===== src/rtl/hq_time_deserializer_pkg.sv =====
// Shared constants and types for the HAVE QUICK time nibble receiver:
// frame layout, slot indices, FSM state type and BCD limits.
package hq_time_pkg;

   localparam int NIBBLES_PER_FRAME = 11;

   localparam int SLOT_HH_M = 0;
   localparam int SLOT_HH_S = 1;
   localparam int SLOT_MM_M = 2;
   localparam int SLOT_MM_S = 3;
   localparam int SLOT_SS_M = 4;
   localparam int SLOT_SS_S = 5;
   localparam int SLOT_DOY_H = 6;
   localparam int SLOT_DOY_T = 7;
   localparam int SLOT_DOY_U = 8;
   localparam int SLOT_YY_M = 9;
   localparam int SLOT_YY_S = 10;

   typedef enum logic [1:0] {
      IDLE,
      COLLECT,
      CHECK
   } state_t;

   localparam logic [7:0] HH_MAX = 8'h23;
   localparam logic [7:0] MM_MAX = 8'h59;
   localparam logic [7:0] SS_MAX = 8'h59;
   localparam logic [11:0] DOY_MIN = 12'h001;
   localparam logic [11:0] DOY_MAX = 12'h366;

   function automatic logic is_bcd(input logic [3:0] n);
      return n <= 4'd9;
   endfunction

endpackage


===== src/rtl/hq_time_deserializer_if.sv =====
// Nibble link handshake: nib/nib_valid/nib_sof forward, nib_ready back.
// master = nibble source, slave = receiver.
interface hq_nib_if;
   logic [3:0] nib;
   logic nib_valid;
   logic nib_sof;
   logic nib_ready;

   modport master (
      output nib, nib_valid, nib_sof,
      input nib_ready
   );

   modport slave (
      input nib, nib_valid, nib_sof,
      output nib_ready
   );
endinterface


===== src/rtl/hq_time_deserializer_bcd_checker.sv =====
// Combinational range check of an assembled time frame.
// In: hh, mm, ss, doy, yy (BCD). Out: ok = every digit and field legal.
module hq_bcd_checker
   import hq_time_pkg::*;
(
   input logic [7:0] hh,
   input logic [7:0] mm,
   input logic [7:0] ss,
   input logic [11:0] doy,
   input logic [7:0] yy,
   output logic ok
);

   logic digits_ok;

   assign digits_ok =
      is_bcd(hh[7:4]) && is_bcd(hh[3:0]) &&
      is_bcd(mm[7:4]) && is_bcd(mm[3:0]) &&
      is_bcd(ss[7:4]) && is_bcd(ss[3:0]) &&
      is_bcd(doy[11:8]) && is_bcd(doy[7:4]) &&
      is_bcd(doy[3:0]) &&
      is_bcd(yy[7:4]) && is_bcd(yy[3:0]);

   assign ok = digits_ok &&
      (hh <= HH_MAX) && (mm <= MM_MAX) &&
      (ss <= SS_MAX) &&
      (doy >= DOY_MIN) && (doy <= DOY_MAX);

endmodule


===== src/rtl/hq_time_deserializer.sv =====
// Reassembles the 11-nibble BCD time frame into a registered time word.
// Ports: clk, rst_n (async low), link (hq_nib_if.slave), hh/mm/ss/doy/yy,
// time_valid and frame_err pulses, frame_cnt. Macro HQ_BCD_CHECK_EN adds
// BCD range qualification of each frame.
module hq_time_deserializer
   import hq_time_pkg::*;
#(
   parameter int GAP_TIMEOUT = 64,
   parameter int CNT_W = 16
) (
   input logic clk,
   input logic rst_n,
   hq_nib_if.slave link,
   output logic [7:0] hh,
   output logic [7:0] mm,
   output logic [7:0] ss,
   output logic [11:0] doy,
   output logic [7:0] yy,
   output logic time_valid,
   output logic frame_err,
   output logic [CNT_W-1:0] frame_cnt
);

   localparam int GAP_W = $clog2(GAP_TIMEOUT + 1);
   localparam logic [3:0] LAST = 4'(SLOT_YY_S);

   state_t state;
   logic [3:0] idx;
   logic [GAP_W-1:0] gap;
   logic ready_q;
   // slot 10 is never stored: the verdict uses the live nibble
   logic [3:0] slot [0:NIBBLES_PER_FRAME-2];

   logic xfer;
   logic ok;
   logic [7:0] f_hh, f_mm, f_ss, f_yy;
   logic [11:0] f_doy;

   assign link.nib_ready = ready_q;
   assign xfer = link.nib_valid & ready_q;

   assign f_hh = {slot[SLOT_HH_M], slot[SLOT_HH_S]};
   assign f_mm = {slot[SLOT_MM_M], slot[SLOT_MM_S]};
   assign f_ss = {slot[SLOT_SS_M], slot[SLOT_SS_S]};
   assign f_doy = {slot[SLOT_DOY_H], slot[SLOT_DOY_T],
                   slot[SLOT_DOY_U]};
   assign f_yy = {slot[SLOT_YY_M], link.nib};

`ifdef HQ_BCD_CHECK_EN
   hq_bcd_checker u_chk (
      .hh (f_hh),
      .mm (f_mm),
      .ss (f_ss),
      .doy(f_doy),
      .yy (f_yy),
      .ok (ok)
   );
`else
   assign ok = 1'b1;
`endif

   always_ff @(posedge clk or negedge rst_n) begin
      if (!rst_n) begin
         state <= IDLE;
         idx <= '0;
         gap <= '0;
         ready_q <= 1'b1;
         hh <= '0;
         mm <= '0;
         ss <= '0;
         doy <= '0;
         yy <= '0;
         time_valid <= 1'b0;
         frame_err <= 1'b0;
         frame_cnt <= '0;
         for (int i = 0; i < NIBBLES_PER_FRAME - 1; i++)
            slot[i] <= '0;
      end else begin
         time_valid <= 1'b0;
         frame_err <= 1'b0;
         ready_q <= 1'b1;
         unique case (state)
            IDLE: begin
               if (xfer && link.nib_sof) begin
                  slot[SLOT_HH_M] <= link.nib;
                  idx <= 4'd1;
                  gap <= '0;
                  state <= COLLECT;
               end
            end
            COLLECT: begin
               if (xfer) begin
                  gap <= '0;
                  if (link.nib_sof) begin
                     // restart on this nibble
                     frame_err <= 1'b1;
                     slot[SLOT_HH_M] <= link.nib;
                     idx <= 4'd1;
                  end else if (idx == LAST) begin
                     idx <= '0;
                     ready_q <= 1'b0;
                     state <= CHECK;
                     if (ok) begin
                        hh <= f_hh;
                        mm <= f_mm;
                        ss <= f_ss;
                        doy <= f_doy;
                        yy <= f_yy;
                        time_valid <= 1'b1;
                        frame_cnt <= frame_cnt + 1'b1;
                     end else begin
                        frame_err <= 1'b1;
                     end
                  end else begin
                     slot[idx] <= link.nib;
                     idx <= idx + 4'd1;
                  end
               end else if (gap == GAP_W'(GAP_TIMEOUT - 1)) begin
                  frame_err <= 1'b1;
                  idx <= '0;
                  gap <= '0;
                  state <= IDLE;
               end else begin
                  gap <= gap + 1'b1;
               end
            end
            CHECK: state <= IDLE;
            default: state <= IDLE;
         endcase
      end
   end

endmodule


===== src/flat_wrapper.sv =====
// flat-port wrapper written by rule: the top's interface ports become plain ports
module hq_time_deserializer_flat import hq_time_pkg::*;
#(
   parameter int GAP_TIMEOUT = 64,
   parameter int CNT_W = 16
)
  (clk, rst_n, hh, mm, ss, doy, yy, time_valid, frame_err, frame_cnt, link_nib, link_nib_valid, link_nib_sof, link_nib_ready);
  hq_nib_if link_i ();
  input logic clk;
  input logic rst_n;
  output logic [7:0] hh;
  output logic [7:0] mm;
  output logic [7:0] ss;
  output logic [11:0] doy;
  output logic [7:0] yy;
  output logic time_valid;
  output logic frame_err;
  output logic [CNT_W-1:0] frame_cnt;
  input wire logic [$bits(link_i.nib)-1:0] link_nib;
  input wire logic [$bits(link_i.nib_valid)-1:0] link_nib_valid;
  input wire logic [$bits(link_i.nib_sof)-1:0] link_nib_sof;
  output wire logic [$bits(link_i.nib_ready)-1:0] link_nib_ready;
  assign link_i.nib = link_nib;
  assign link_i.nib_valid = link_nib_valid;
  assign link_i.nib_sof = link_nib_sof;
  assign link_nib_ready = link_i.nib_ready;
  hq_time_deserializer #(.GAP_TIMEOUT(GAP_TIMEOUT), .CNT_W(CNT_W)) u_core (.clk(clk), .rst_n(rst_n), .link(link_i), .hh(hh), .mm(mm), .ss(ss), .doy(doy), .yy(yy), .time_valid(time_valid), .frame_err(frame_err), .frame_cnt(frame_cnt));
endmodule

===== config.mk =====
export PLATFORM = sky130hd
export DESIGN_NAME = hq_time_deserializer_flat
export DESIGN_NICKNAME = d
export VERILOG_FILES = /design/src/rtl/hq_time_deserializer_pkg.sv /design/src/rtl/hq_time_deserializer_if.sv /design/src/rtl/hq_time_deserializer_bcd_checker.sv /design/src/rtl/hq_time_deserializer.sv /design/src/flat_wrapper.sv
export SDC_FILE = /design/constraint.sdc
export NUM_CORES = 1
export LEC_CHECK = 0
export CORE_ASPECT_RATIO = 2
export CORE_UTILIZATION = 48
export CTS_CLUSTER_DIAMETER = 50
export DETAILED_ROUTE_END_ITERATION = 10
export PLACE_DENSITY = 0.72
export REMOVE_ABC_BUFFERS = 1
export SYNTH_ARGS = -nofsm -noshare
export SYNTH_HDL_FRONTEND = slang
export SYNTH_SLANG_ARGS = --single-unit
export TNS_END_PERCENT = 5

===== constraint.sdc =====
create_clock -name clk -period 4.2 [get_ports clk]
set_input_delay 1.26 -clock clk [delete_from_list [all_inputs] [get_ports clk]]
set_output_delay 1.26 -clock clk [all_outputs]
set_load 0.01 [all_outputs]

; ---- Word level (Yosys, flattened, before mapping)
; Cells that the tools add are included.
[op_classes]
n_reduce_logical = 10
order_cmp = 2
bitwise_logic = 4
eq_ne = 9
n_addsub = 3
mux = 37
[ops]
columns = cell, n
row1 = $mux W40, 2
row2 = $bwmux W40, 1
row3 = $mux W36, 1
row4 = $mux W4, 8
row5 = $mux W7, 3
row6 = $add A16 B1 Y16 const B, 1
row7 = $demux W4 S4, 1
row8 = $pmux W4 S2, 2
row9 = $reduce_and A4 Y1, 4
row10 = $pmux W7 S2, 1
row11 = $mux W1, 12
row12 = $mux W2, 5
row13 = $ne A3 B3 Y1 const B, 3
row14 = $add A7 B1 Y7 const B, 1
row15 = $eq A7 B6 Y1 const B, 1
row16 = $ge A5 B5 Y1 const B, 1
row17 = $lt A5 B1 Y1 const B, 1
row18 = $not A4 Y5, 1
row19 = $add A4 B1 Y4 const B, 1
row20 = $eq A4 B4 Y1 const B, 1
row21 = $ne A2 B1 Y1 const B, 2
row22 = $pmux W2 S2, 1
row23 = $ne A3 B1 Y1 const B, 1
row24 = $reduce_and A3 Y1, 1
row25 = 7 further kinds, 9
[totals]
output_inout_bits = 63
reg_bits = 116
elab_cells = 87

; ---- Longest topological paths before layout
; Gate-level depths: netlist (run 1).
[depth]
word_depth = 10
mapped_depth = 7
mapped_depth_nobuf = 5

; ---- Least setup slack after synthesis (run 1)
; Ideal clock, no wire load.
[synth_path]
kind = in2reg
startpoint = in link_nib_sof
endpoint = reg u_core.slot, in the netlist u_core.f_ss[0]
path_buffers = 2
t_arrival_ns = 2.479
slack_ns = 1.596
path_stages = 5
setup_time_ns = 0.125
cell_sequence = clkbuf_1 -> nand2b_1 -> or4_1 -> clkbuf_1 -> mux2_2
[synth_between]
elab_chain_cells = 2
[synth_rtl]
columns = element, line_no
row1 = "start, declared", flat_wrapper.sv:21  ; input wire logic [$bits(link_i.nib_sof)-1:0] link_nib_sof;
row2 = $not A1 Y1 (no line), n/a
row3 = $reduce_and A4 Y1 (no line), n/a
row4 = "end signal, assigned by index", hq_time_deserializer.sv:85  ; slot[SLOT_HH_M] <= link.nib;
row5 = "end signal, assigned by index", hq_time_deserializer.sv:97  ; slot[SLOT_HH_M] <= link.nib;
row6 = "end signal, assigned by index", hq_time_deserializer.sv:115  ; slot[idx] <= link.nib;
row7 = "end, declared", hq_time_deserializer.sv:32  ; logic [3:0] slot [0:NIBBLES_PER_FRAME-2];
; Every way passes these cells.
; A chain may end at the register's enable or synchronous reset.

; ---- Worst setup path after layout (run 1)
[layout_path]
startpoint = in link_nib_valid
endpoint = reg u_core.slot, in the netlist u_core.f_ss[5]
[layout_between]
elab_chain_cells = 2
[layout_rtl]
columns = element, line_no
row1 = "start, declared", flat_wrapper.sv:20  ; input wire logic [$bits(link_i.nib_valid)-1:0] link_nib_valid;
row2 = $and A1 B1 Y1, hq_time_deserializer.sv:40  ; assign xfer = link.nib_valid & ready_q;
row3 = $reduce_and A4 Y1 (no line), n/a
; Every way passes these cells.

==> results of run 1 <==
[state kept, by name (all words and copies together), names as in the netlist, 7 cells and up]
name / count
u_core.f_ss: 8
u_core.f_mm: 8
u_core.f_doy: 12
u_core.yy: 8
u_core.doy: 12
u_core.hh: 8
u_core.gap: 7
u_core.mm: 8
u_core.frame_cnt: 16
u_core.f_hh: 8
u_core.ss: 8
[worst paths after layout]
| check | start | to | cells after the start |
|---|---|---|---|
| hold / removal | u_core.frame_cnt[15]$_DFFE_PN0P_ | u_core.frame_cnt[15]$_DFFE_PN0P_ | 1 |
| hold reg to reg | u_core.frame_cnt[15]$_DFFE_PN0P_ | u_core.frame_cnt[15]$_DFFE_PN0P_ | 1 |
| min in group asynchronous | rst_n | u_core.time_valid$_DFF_PN0_ | 1 |
| setup / recovery | link_nib_valid | u_core.f_ss[5]$_DFFE_PN0P_ | 5 |
| setup reg to reg | u_core.idx[1]$_DFFE_PN0P_ | u_core.f_hh[5]$_DFFE_PN0P_ | 4 |
| max in group asynchronous | rst_n | u_core.link.nib_ready$_DFF_PN1_ | 2 |
[metal layers]
layer	global-route usage [%]	part of all wire (%)
met3	5.96	3.1
met4	8.77	1.9
met5	0	0
met2	35.4	54
met1	23.6	41
[Yosys cell counts (2+ instances only)]
cell | n | area share, %
buf_2 | 6 | 0.63
xnor2_1 | 16 | 2.9
and3_1 | 5 | 0.65
dfrtp_1 | 115 | 60
mux2_2 | 85 | 20
and2_1 | 3 | 0.39
inv_1 | 5 | 0.39
buf_4 | 4 | 0.63
a21oi_1 | 6 | 0.63
o21ai_0 | 4 | 0.42
nand3_1 | 9 | 0.94
nor2b_1 | 2 | 0.26
a21boi_0 | 2 | 0.31
xor2_1 | 3 | 0.55
nand2b_1 | 4 | 0.52
ha_1 | 2 | 0.52
nand2_1 | 10 | 0.78
nand3b_1 | 2 | 0.31
nor2_1 | 8 | 0.63
nor4_4 | 2 | 0.89
nor3_1 | 8 | 0.84
clkbuf_1 | 7 | 0.55
nand4_1 | 10 | 1.3
a31oi_1 | 2 | 0.26
[stage by stage]
step,hold WS [ns],worst slack (ns)
detailed placement,0.478,0.917
global placement,0.463,0.965
finish,0.479,1.31
CTS,0.489,1.33
global route,0.501,1.25
floorplan,0.474,-1.58
[area by class of cell]
class | instances | area (sq um) | area share [%]
Sequential cell | 116 | 2900 | 46.9
Multi-Input combinational cell | 201 | 1780 | 28.8
Clock buffer | 21 | 470 | 7.60
Timing Repair Buffer | 74 | 741 | 12.0
Tap cell | 132 | 165 | 2.67
Clock inverter | 6 | 105 | 1.70
Inverter | 5 | 18.8 | 0.303
[kinds of logic after synthesis]
group,after synthesis,share of synthesized area [%]
flops,116,60.6
xor+xnor,19,3.47
mux,85,20.0
buf+inv,23,2.30
simple gates,73,10.1
fa+ha+maj,2,0.522
compound gates,22,3.08
[power by group]
group	internal, mW	total (mW)	switching [mW]
Combinational	0.119	0.213	0.0935
Clock	0.957	1.41	0.454
Sequential	1.24	1.32	0.0793
[critical path: stages]
cell and delay [ns]:
clkdlybuf4s50_1 0.58, nand4b_4 0.19, or2_1 0.38, nor4_4 0.37, mux2_2 0.38
==> metrics, run 1 <==
Die X 72.7 microns; commonest non-fill, non-tap cell in the layout dfrtp_1; Post-Route Setup TNS 0 ns; setup violators final 0; fmax 346 MHz; Data arrival, critical path 3.17 ns; Least-Margin Pin Slew 0.804 ns; IO Pins 71; Avg Cell Area, Syn 14.1 sq um; row count 51; Hold Buf Count CTS 0; Syn Inst Count 340; wire per inst 17.2 microns; P_leak 2.81 nW; status finished clean; Layout Utilization 63.8%; Post-CTS Setup Inserts 0; total of fill cells in the finished design 774; number of synthesized register bits 116; CP Launch Type input pin; Final ANT Viol Nets 0; number of synthesized flops with an enable pin 0; Max FO, Critical Path 9; Slew headroom 46.4%; synth warn 0; Final #Nets 425; clock slew at reported path FFs 0.05 ns; die area 0.0104 sq mm; Worst Hold Class reg2reg; DRC Markers 0; Power per Cell Area 475 mW/mm^2; DR vias 2,935; final worst-path cycle share 68.7%; Layout Cells excl Fill 555; post-CTS sizing 0; fraction of layout cells with a size suffix above 1 29.6%; antenna violations before repair 0; Core Footprint 0.00970 sq mm; number of global-route vias before repair 3,119; most frequent cells in the layout 115 x dfrtp_1, 85 x mux2_2, 69 x clkdlybuf4s50_1, 17 x clkbuf_16, 16 x xnor2_1; Cell Area, Placed 0.00561 sq mm; RSZ-0062 raised after global routing no; GPL Wtd Cong 0.811; global-route wire length before repair 15.8 mm; grt ovf 0; maximum vdd drop 0.000351 V; Initial Utilization 49.4%; cts bufs inserted 17; reg2reg setup slack 2.08 ns; Antenna Cells 0; Total Wirelength 9.54 mm; Pins Over Slew Limit 0; Buffers on Ports 70; CP Capture Type flop; Total Power 2.94 mW; clock period minus worst slack 2.89 ns; CTS tree built; Final Cell Area 0.00619 sq mm; largest net degree at the start of global routing 64; Yosys cell types 44; vias per cell 5.29; CTS root buffer clkbuf_16; latest clock arrival within the worst-skew pair 0.40 ns; DR iter-0 viols 176; Fin. Hold Viols 0; ys flop type dfrtp_1; sequential area share after synthesis 60.6%; hpwl dp 6.35 mm; clock skew after layout 0.00652 ns; Setup Crit Path Kind in2reg; P&R area growth vs syn 29.1%; MaxCap Viol Count 0; First-pass DRT Iterations 4; Critical Path RT 4.48 ns; # clock sinks 116; CTS H-Tree Depth 4; ys async rst share 100%; gr usage total 20.6%; clk buf depth 2; dpl cells 528; Post-Synthesis Cell Area 0.00479 sq mm; die span in y 143 microns
(Power assumes the default switching activity.)
==> run 2, diff against run 1 <==
Clock period 4.2 ns to 2.9 ns, I/O delays scaled along.
==> run 2 against run 1 <==
Register-to-register slack worse by 1.4 ns. Via count up 2.4%. Final cell count up 2.0%. Cell area up 1.5%. Clock power up 48%. Sequential power up 44%. Highest routed layer unchanged.
==> metrics, run 2 (synthesis gave the netlist of run 1 again) <==
status finished clean; GPL Wtd Cong 0.811 (unchanged); Core Footprint 0.00970 sq mm (unchanged); sequential share of power 44.2% (-0.6 points); CP Capture Type flop; Slew headroom 47.4% (+0.96 points); latest clock arrival within the worst-skew pair 0.41 ns (about the same); P&R area growth vs syn 31.0%; Largest register FFs 16 (unchanged); Layout Cells excl Fill 566 (+2.0%); die span in y 143 microns (unchanged); fraction of layout cells with a size suffix above 1 31.3% (+1.8 points); Final ANT Viol Nets 0 (unchanged); clock power share 48.6% (+0.6 points); IO Pins 71 (unchanged); Initial Utilization 49.4% (unchanged); vias per cell 5.31 (+0.43%); combinational power share 7.2% (about the same); Net Sw Frac 21.8% (+0.43 points); hpwl dp 6.55 mm (+3.0%); die area 0.0104 sq mm (unchanged); Total Power 4.31 mW (+47%); grt ovf 0 (unchanged); Hold WS 0.464 ns (-0.0142 ns); total of fill cells in the finished design 765 (-1.2%); # clock sinks 116 (unchanged); Hold Buf Count CTS 0 (unchanged); number of global-route vias before repair 3,136 (+0.55%); First-pass DRT Iterations 4 (unchanged); final worst-path cycle share 84.7%; wire per inst 16.9 microns (-1.6%); Biggest register u_core.frame_cnt; combined area of the multi-input logic cells 0.00178 sq mm (unchanged); antenna violations before repair 0 (unchanged); commonest non-fill, non-tap cell in the layout dfrtp_1; Worst Path Buf+Inv 1 (unchanged); maximum vdd drop 0.000481 V (+37%); FF/Latch Area 0.00290 sq mm (unchanged); RSZ-0062 raised after global routing no; post-CTS sizing 0 (unchanged); Max FO, Critical Path 7 (-2); Cell Area, Placed 0.00568 sq mm (+1.2%); fmax 407 MHz; clock slew at reported path FFs 0.05 ns (about the same); MaxCap Viol Count 0 (unchanged); Die X 72.7 microns (unchanged); clk buf depth 2 (unchanged); Power per Cell Area 686 mW/mm^2 (+44%); row count 51 (unchanged); DR vias 3,006 (+2.4%); most frequent cells in the layout 115 x dfrtp_1, 85 x mux2_2, 69 x clkdlybuf4s50_1, 17 x clkbuf_16, 16 x xnor2_1; Data arrival, critical path 2.74 ns (-0.43 ns); CTS tree built; critical path cell sequence clkdlybuf4s50_1, nand4b_4, or2_1, nor4_4, mux2_2; gr usage total 20.5% (-0.095 points); slowest stage cell, crit path clkdlybuf4s50_1; Buffers on Ports 70 (unchanged); switching power 0.937 mW (+50%); global-route wire length before repair 15.8 mm (about the same); Pins Over Slew Limit 0 (unchanged); Least-Margin Pin Slew 0.780 ns (-0.0243 ns); P_leak 2.86 nW (+1.6%); CP Launch Type input pin; DR iter-0 viols 149 (-15%); Int Power 3.37 mW (+46%); clock period minus worst slack 2.45 ns; cts bufs inserted 17 (unchanged); Post-CTS Setup Inserts 0 (unchanged); Critical Path RT 3.19 ns (-1.29 ns); Final #Nets 432 (+1.6%); CP max stage delay 0.57 ns (about the same); DRC Markers 0 (unchanged); Final Cell Area 0.00628 sq mm (+1.5%); Antenna Cells 0 (unchanged); Worst Hold Class reg2reg; largest net degree at the start of global routing 49 (-23%); Fin. Hold Viols 0 (unchanged); dpl cells 535 (+1.3%); setup violators final 0 (unchanged); clock skew after layout 0.00604 ns (-0.000486 ns); CTS H-Tree Depth 4 (unchanged); delay-heaviest family, CP simple AND/OR/NAND/NOR gates; CTS root buffer clkbuf_16; Setup Crit Path Kind in2reg; Total Wirelength 9.57 mm (+0.33%)
## run 2: cell count changes in the layout (fill, tap and decap cells not counted)
cell        delta
buf_12         +1
buf_4          +6
clkinv_2       +2
clkinvlp_4     +2
## run 2: through the flow
stage          worst slack, ns  TNS (ns)  util (%)
6_report                 0.445         0      64.7
5_1_grt                  0.377         0      64.7
3_3_place_gp            0.0834         0      58.5
4_1_cts                  0.457         0      64.7
3_5_place_dp            0.0342         0      58.5
2_1_floorplan            -2.49   -134.12         -
## run 2: worst paths after layout
path                                                   from                                to  slack, ns  depth (start not counted)
max                                          link_nib_valid        u_core.f_ss[7]$_DFFE_PN0P_       0.45                          5
min                        u_core.frame_cnt[15]$_DFFE_PN0P_  u_core.frame_cnt[15]$_DFFE_PN0P_       0.46                          1
max reg2reg                       u_core.gap[0]$_DFFE_PN0P_         u_core.idx[1]$_DFFE_PN0P_       0.69                          5
min reg2reg                u_core.frame_cnt[15]$_DFFE_PN0P_  u_core.frame_cnt[15]$_DFFE_PN0P_       0.46                          1
max in group asynchronous                             rst_n         u_core.doy[9]$_DFFE_PN0P_       1.71                          2
min in group asynchronous                             rst_n        u_core.f_hh[2]$_DFFE_PN0P_       0.49                          1
## run 2: final cells by class
class | instances | share of cell area, %
clock buffer | 21 | 7.49
tap | 132 | 2.63
inverter | 5 | 0.299
timing repair buffer | 81 | 12.8
multi-input combinational | 201 | 28.4
clock inverter | 10 | 2.07
sequential | 116 | 46.3
## run 2: per-layer routing
metal,global-route usage [%],routed length [microns],vias up
met2,35.9,5310,78
met1,22.8,3750,1527
met5,0,0,-
met3,5.68,306,21
li1,-,-,1380
met4,9.18,203,0
## run 2: power groups by stage
stage	logic, mW	clock network [mW]	registers (mW)
floorplan	0.203	0	1.89
global placement	0.303	0	1.92
detailed placement	0.317	0	1.93
CTS	0.318	2.14	1.90
global route	0.344	2.21	1.92
finish	0.312	2.09	1.90
==> run 3, diff against run 2 <==
Clock period 2.9 ns to 2.5 ns, I/O delays scaled along.
==> run 3 against run 2 <==
Count of clock-buffer cells in the layout decreased by 2. First-iteration DRC count decreased by 30%. Total power increased by 18%. Clock skew about the same. Via count increased by 1.5%. Core utilization increased by 0.64 points. Routed wire length about the same. Global-route usage increased by 0.24 points. Setup slack got worse by 0.25 ns. Non-clock buffer count increased by 5. Largest power group unchanged.
==> metrics, run 3 (synthesis gave the netlist of run 1 again) <==
status finished clean; Largest register FFs 16 (unchanged); Final #Nets 437 (+1.2%); MaxCap Viol Count 0 (unchanged); largest net degree at the start of global routing 53 (+8.2%); Layout Cells excl Fill 572 (+1.1%); Layout Utilization 65.4% (+0.64 points); cts bufs inserted 17 (unchanged); CTS H-Tree Depth 4 (unchanged); Hold WS 0.254 ns (-0.210 ns); CP Capture Type primary output; grt met2 use 36.8% (+0.89 points); Slew headroom 54.4% (+7.1 points); final worst-path cycle share 92.2%; post-CTS sizing 0 (unchanged); commonest non-fill, non-tap cell in the layout dfrtp_1; Die X 72.7 microns (unchanged); maximum vdd drop 0.000533 V (+11%); wire per inst 16.7 microns (-1.0%); Pins Over Slew Limit 0 (unchanged); die area 0.0104 sq mm (unchanged); Total Wirelength 9.57 mm (about the same); die span in y 143 microns (unchanged); Critical Path RT 1.75 ns (-1.44 ns); Setup Crit Path Kind reg2out; Data arrival, critical path 1.55 ns (-1.19 ns); CP Launch Type flop; row count 51 (unchanged); P&R area growth vs syn 32.3%; # clock sinks 116 (unchanged); Core Footprint 0.00970 sq mm (unchanged); DRC Markers 0 (unchanged); Power per Cell Area 804 mW/mm^2 (+17%); Worst Hold Class in2async; slowest stage cell, crit path dfstp_2; Worst Path Buf+Inv 1 (unchanged); Fin. Hold Viols 0 (unchanged); delay-heaviest family, CP flip-flops; IO Pins 71 (unchanged); DR iter-0 viols 105 (-30%); clock period minus worst slack 2.30 ns; Max FO, Critical Path 5 (-2); RSZ-0062 raised after global routing no; Least-Margin Pin Slew 0.675 ns (-0.105 ns); Total Power 5.10 mW (+18%); global-route wire length before repair 16.1 mm (+2.1%); CP max stage delay 0.60 ns (+0.03 ns); grt ovf 0 (unchanged); vias per cell 5.34 (+0.47%); CTS root buffer clkbuf_16; Post-CTS Setup Inserts 0 (unchanged); Biggest register u_core.frame_cnt; Initial Utilization 49.4% (unchanged); clock skew after layout 0.00562 ns (-0.000413 ns); gr usage total 20.8% (+0.24 points); Hold Buf Count CTS 0 (unchanged); CTS tree built; Critical Path Start u_core.link.nib_ready$_DFF_PN1_; hpwl dp 6.52 mm (-0.44%); Buffers on Ports 70 (unchanged); fmax 434 MHz; GR Util met1 22.8% (about the same); number of global-route vias before repair 3,217 (+2.6%); GRT met3 Usage 4.91% (-0.77 points); critical path cell sequence clkdlybuf4s50_1; Post-Route Setup TNS 0 ns (unchanged); Final ANT Viol Nets 0 (unchanged); RR Startpoint u_core.gap[0]$_DFFE_PN0P_; GPL Wtd Cong 0.793 (-2.2%); fraction of layout cells with a size suffix above 1 32.3% (+0.94 points); First-pass DRT Iterations 4 (unchanged); P_leak 2.88 nW (+0.83%); setup violators final 0 (unchanged); DR vias 3,052 (+1.5%); clk buf depth 2 (unchanged); most frequent cells in the layout 115 x dfrtp_1, 85 x mux2_2, 69 x clkdlybuf4s50_1, 17 x clkbuf_16, 16 x xnor2_1; clock slew at reported path FFs 0.05 ns (about the same); GR peak layer met2; Antenna Cells 0 (unchanged); dpl cells 540 (+0.93%); latest clock arrival within the worst-skew pair 0.41 ns (about the same); antenna violations before repair 0 (unchanged)
[run 3: report_power, final]
part | internal, mW | total (mW) | switching [mW]
sequential | 2.08 | 2.21 | 0.133
combinational | 0.211 | 0.366 | 0.155
clock | 1.69 | 2.53 | 0.837
total | 3.98 | 5.10 | 1.12
[run 3: cell type report]
type | count | area (sq um)
clock inverter | 13 | 183
multi-input combinational | 201 | 1780
inverter | 5 | 18.8
sequential | 116 | 2900
tap | 132 | 165
fill | 757 | 3360
timing repair buffer | 86 | 843
clock buffer | 19 | 443
[run 3: final timing paths]
check	end	slack, ns	cells after the start
hold / removal	u_core.time_valid$_DFF_PN0_	0.25	1
max in group asynchronous	u_core.ss[4]$_DFFE_PN0P_	1.63	2
setup / recovery	link_nib_ready	0.20	1
setup reg to reg	u_core.idx[1]$_DFFE_PN0P_	0.48	5
min in group clk	u_core.frame_cnt[15]$_DFFE_PN0P_	0.48	1
hold reg to reg	u_core.frame_cnt[15]$_DFFE_PN0P_	0.48	1
[run 3: routing by layer]
metal / vias up / share of wire, %
li1: 1395 / -
met1: 1563 / 39
met2: 74 / 56
met3: 20 / 3.0
met4: 0 / 2.5
met5: - / 0
[run 3: metrics by stage]
| step | worst slack, ns | area, sq um |
|---|---|---|
| after detailed placement | -0.155 | 5720 |
| after CTS | 0.180 | 6340 |
| after floorplan | -2.77 | 4700 |
| after global routing | 0.172 | 6340 |
| final | 0.196 | 6340 |
| after global placement | -0.108 | 5720 |
